### src/rtl/bit_checksum_pkg.sv
// Shared widths and helpers for the bit_checksum lane-sum slice.
// Default DATA_W/CHK_W, lane count and full-width sum size.
package bit_checksum_pkg;

  localparam int DEF_DATA_W = 32;
  localparam int DEF_CHK_W  = 8;

  localparam int NUM_LANES = DEF_DATA_W / DEF_CHK_W;
  localparam int SUM_W     = DEF_CHK_W + $clog2(NUM_LANES);

  function automatic int lanes_of(input int dw, input int cw);
    return (cw > 0) ? dw / cw : 0;
  endfunction

  // Wide enough that adding every lane never overflows before truncation.
  function automatic int sum_w_of(input int dw, input int cw);
    return cw + $clog2(lanes_of(dw, cw));
  endfunction

endpackage

### src/rtl/bit_checksum_lane_sum.sv
// chk_lane_sum: combinational adder over the CHK_W-bit lanes of data.
// Ports: data [DATA_W] in, sum [SUM_W] out (full width, no carry loss).
module chk_lane_sum
  import bit_checksum_pkg::*;
#(
  parameter int DATA_W = DEF_DATA_W,
  parameter int CHK_W  = DEF_CHK_W,
  parameter int SUM_W  = sum_w_of(DEF_DATA_W, DEF_CHK_W)
) (
  input  logic [DATA_W-1:0] data,
  input  logic              unused_tie,
  output logic [SUM_W-1:0]  sum
);

  localparam int NL = lanes_of(DATA_W, CHK_W);

  always_comb begin
    sum = '0;
    for (int i = 0; i < NL; i++) begin
      sum = sum + SUM_W'(data[i*CHK_W +: CHK_W]);
    end
  end

endmodule

### src/rtl/bit_checksum.sv
// bit_checksum: registered modular sum of the CHK_W-bit lanes of data.
// Ports: clk, rst_n (async, active-low), data [DATA_W] in,
//   checksum [CHK_W] out (1-cycle latency), checksum_valid out.
// Build macro CHECKSUM_INVERT_EN: register the two's-complement
//   negation of the lane sum instead of the plain sum.
module bit_checksum
  import bit_checksum_pkg::*;
#(
  parameter int DATA_W = DEF_DATA_W,
  parameter int CHK_W  = DEF_CHK_W
) (
  input  logic              clk,
  input  logic              rst_n,
  input  logic [DATA_W-1:0] data,
  output logic [CHK_W-1:0]  checksum,
  output logic              checksum_valid
);

  localparam int SW = sum_w_of(DATA_W, CHK_W);

  generate
    if (CHK_W < 1 || DATA_W < CHK_W || (DATA_W % CHK_W) != 0) begin : g_bad
      $error("bit_checksum: DATA_W must be a nonzero multiple of CHK_W");
    end
  endgenerate

  logic [SW-1:0]    sum;
  logic [CHK_W-1:0] trunc;
  logic [CHK_W-1:0] result;

  chk_lane_sum #(
    .DATA_W (DATA_W),
    .CHK_W  (CHK_W),
    .SUM_W  (SW)
  ) u_sum (
    .data       (data),
    .unused_tie (1'b0),
    .sum        (sum)
  );

  // Carries above CHK_W are discarded; no end-around carry.
  assign trunc = sum[CHK_W-1:0];

  generate
    if (SW > CHK_W) begin : g_hi
      logic unused_hi;
      assign unused_hi = ^sum[SW-1:CHK_W];
    end
  endgenerate

`ifdef CHECKSUM_INVERT_EN
  assign result = ~trunc + CHK_W'(1);
`else
  assign result = trunc;
`endif

  always_ff @(posedge clk or negedge rst_n) begin
    if (!rst_n) begin
      checksum       <= '0;
      checksum_valid <= 1'b0;
    end else begin
      checksum       <= result;
      checksum_valid <= 1'b1;
    end
  end

endmodule

### config.mk
export PLATFORM = sky130hd
export DESIGN_NAME = bit_checksum
export DESIGN_NICKNAME = d
export VERILOG_FILES = /design/src/rtl/bit_checksum_pkg.sv /design/src/rtl/bit_checksum_lane_sum.sv /design/src/rtl/bit_checksum.sv
export SDC_FILE = /design/constraint.sdc
export NUM_CORES = 1
export LEC_CHECK = 0
export BUFFER_PORTS_ARGS = -buffer_cell sky130_fd_sc_hd__buf_2
export CORE_MARGIN = 8
export CORE_UTILIZATION = 50
export CTS_BUF_LIST = sky130_fd_sc_hd__clkbuf_8
export DETAILED_ROUTE_END_ITERATION = 10
export GPL_ROUTABILITY_DRIVEN = 0
export PLACE_DENSITY = 0.85
export SLEW_MARGIN = 40
export SYNTH_ARGS = -nofsm -noshare
export SYNTH_HDL_FRONTEND = slang
export SYNTH_SLANG_ARGS = --single-unit
### constraint.sdc
create_clock -name clk -period 0.8 [get_ports clk]
set_input_delay 0.04 -clock clk [delete_from_list [all_inputs] [get_ports clk]]
set_output_delay 0.04 -clock clk [all_outputs]
set_load 0.01 [all_outputs]
# --- Word-level counts from Yosys, hierarchy flattened ---
# Cells that the tools add are included.
word_totals:
  ff_bits: 9
  out_inout_bits: 9
  word_cells: 5
classes:
  add_sub_neg: 3
op_table:
  columns: ["op", "count"]
  rows:
  - ["8-bit adder", 3]

# --- Longest topological paths before layout ---
depth:
  depth_word: 3
  mapped_depth: 12
  mapped_depth_nobuf: 12

# --- Modules after synthesis ---
# A second synthesis with hierarchy kept.
hier_totals:
  cells_unflattened: 103
  area_unflattened_um2: 993.5
modules_own_cells:
  columns: ["module", "n_inst", "cells_per_inst", "area_each_um2"]
  rows:
  - ["chk_lane_sum", 1, 92, 760.7]
  - ["bit_checksum", 1, 11, 232.7]

# --- Worst setup path after synthesis ---
# No wires, ideal clock.
synth_timing:
  kind: "input to register"
  from: "input port data[1]"
  to: "register checksum[7]"
  arrival_time_ps: 2263
  slack_ps: -1588
  stages: 12
  path_buffers: 0
  path_cell_list: "inv_1 -> fa_1 -> inv_1 -> fa_1 -> ha_1 -> inv_1 -> fa_1 -> nor2b_4 -> nor3_2 -> o21bai_1 -> a21oi_1 -> xnor2_1"
synth_between:
  elab_chain_len: 3
synth_lines:
  columns: ["element", "line_no", "text"]
  rows:
  - ["start, declared", "bit_checksum.sv:14", "input logic [DATA_W-1:0] data,"]
  - ["8-bit adder (3 in a row)", "bit_checksum_lane_sum.sv:20", "sum = sum + SUM_W'(data[i*CHK_W +: CHK_W]);"]
  - ["net sum[7]", "bit_checksum.sv:27", "logic [SW-1:0] sum;"]
  - ["end signal, assigned", "bit_checksum.sv:62", "checksum <= result;"]
  - ["end, declared", "bit_checksum.sv:15", "output logic [CHK_W-1:0] checksum,"]
# The timed path passes the listed nets, and every way through them passes these cells.

# --- Final worst setup path ---
layout_timing:
  from: "input port data[17]"
  to: "register checksum[7]"
layout_between:
  elab_chain_len: 2
layout_lines:
  columns: ["element", "line_no"]
  rows:
  - ["8-bit adder (2 in a row)", "bit_checksum_lane_sum.sv:20"]
  - ["net sum[7]", "bit_checksum.sv:27"]
# The timed path passes the listed nets, and every way through them passes these cells.

==> out/qor.csv <==
metric,value,unit
path_delay_family,adder cells,
hold_slack,0.0645,ns
antenna_cells,0,
area_growth,51.5,%
grt_pass1_wl,3110,µm
wl,2020,µm
first_pass_iters,2,
path_cells,buf_6 -> inv_4 -> fa_1 -> inv_2 -> fa_1 -> ha_4 -> inv_2 -> fa_2 -> nor2b_4 -> nor3_2 -> o21bai_1 -> a21oi_1 -> xnor2_1,
synth_top_family_by_area,adder cells,
whs_path_depth,2,
crit_buf_inv,4,
min_period,2.23,ns
critPathMaxFanout,2,
start_kind,input pin,
drive_above_1_share,48.6,%
synth_seq_cells,9,
cp-end-kind,register,
grt_max_degree,10,
yosys-top-cells-area,"fa_1 31%, dfrtp_1 25%, inv_1 15%",
avgViaCountPerCell,4.34,
nets,204,
hold_viol,0,
hp-start,data[24],
dieArea,3420,µm²
cts_max_path_buffers,2,
crit_required,0.91,ns
clock_sinks,9,
synth_compound_area_share,6.24,%
p_leak,0.782,nW
grt_pass1_vias,823,
cp_data_arrival_time,2.34,ns
tns,-8.29,ns
gr-total-overflow,0,
clk_pin_slew,0.04,ns
min_to,checksum[0],
slew_viol_final,0,
cts_buffers,3,
place_hpwl,1620,µm
outcome,"finished, violations left",
synthMuxAreaShare,0,%
syn_inst,90,
hp-class,input pin to register,
place_ws,-1.77,ns
root_buffer,clkbuf_8,
yosys.area_share.xor_xnor,8.74,%
ir_drop,1.64,mV
ys_seq_area_share,25.0,%
synth-simple-area-share,3.47,%
htree_levels,1,
placed_cell_area,1220,µm²
fin_crit_sh,279,%
synth_top_area_share,31.1,%
syn_area_per_cell,10.0,µm²
die_x,58.5,µm
vias,751,
syn-num-nets,145,
cp_slowest_stage_delay,0.55,ns
crit_cells,13,
port-buffer-count,42,
clock.fmax,0.448,GHz
first_iter_violations,7,
grt_util_all_layers,11.1,%
violations,negative setup slack,
dp_cells,164,
cts_tree,built,
coreArea,1710,µm²
powerDensity,2190,nW/µm²
synth_top_area_cell,fa_1,
drc,0,
finalInstanceArea,1370,µm²
synth_cell_types,15,
yosys_warnings,0,
maxCapViolCount,0,
start_util,52.8,%
antenna_left,0,
wire_per_inst,11.7,µm
synth_fa_ha_area_share,40.8,%
finalWorstSetupSlack,-1.43,ns
dieHeight,58.5,µm
rows,15,
syn_area,902,µm²
post-route-util,80.0,%
final_cells,173,
p_total,2.99,mW
path_class,input pin to register,
antenna_found_initial,0,
slowest_stage,fa_1,
grt_setup_unrepaired,yes,
finalSetupViolCount,8,
top_level_ports,43,
sequential cells by signal, summed over array words and instances (netlist names):
name and count:
checksum_valid 1, checksum 8
worst max-delay path by stage:
stage,startpoint,end
after floorplan,data[1],checksum[7]
after global placement,data[1],checksum[7]
after detailed placement,data[1],checksum[7]
after CTS,data[17],checksum[7]
after global routing,data[17],checksum[7]
final,data[17],checksum[7]
logic make-up (layout without fill, tap and decap cells):
family | after synthesis | count (layout)
buf+inv | 37 | 95
compound gates | 9 | 9
flops | 9 | 9
fa+ha+maj | 21 | 21
other cells | 1 | 1
xor+xnor | 9 | 9
simple gates | 4 | 4
cells in the mapped netlist (all sizes together):
library cell  count
dfrtp             9
nor3              1
o21ai             2
xnor2             8
a21o              1
inv              37
fa               14
conb              1
a21oi             4
nor2              2
o21bai            2
xor2              1
ha                7
nor2b             1
layer usage:
metal	GRT usage (%)	up-vias	wire length [µm]
met2	21.4	34	1050
met4	2.10	0	23
li1	-	364	-
met3	4.13	2	165
met5	0	-	0
met1	11.0	351	788
layout by cell type (no fill, tap or decap), types with 2 or more instances in the layout:
cell type and instances:
buf_2 36, inv_1 29, fa_1 13, buf_4 11, dfrtp_1 9, inv_2 6, xnor2_1 6, ha_1 6
buf_6 6, a21oi_1 3, clkbuf_8 3, inv_8 2, o21bai_1 2, nor2_1 2, xnor2_2 2
power by group:
| part | switching, mW | leakage (nW) | internal, mW | total, mW |
|---|---|---|---|---|
| Combinational | 0.851 | 0.651 | 0.962 | 1.81 |
| Sequential | 0.0384 | 0.104 | 0.648 | 0.687 |
| Clock | 0.156 | 0.0269 | 0.332 | 0.488 |
what timing repair did:
item / 4_1_cts / 5_1_grt
resized for setup: 10 / 8
hold buffers: 1 / 0
setup buffers: 1 / 3
pin swaps: 9 / 11
hold endpoints to repair: 9 / 0
endpoints found under the setup margin: 8 / 8
layout make-up:
class | instances | area (µm²)
multi-input combinational | 44 | 568
fill | 116 | 342
timing repair buffer | 54 | 340
sequential | 9 | 225
inverter | 37 | 156
clock buffer | 3 | 41.3
tap | 25 | 31.3
clock inverter | 1 | 3.75
(Power assumes the default switching activity.)
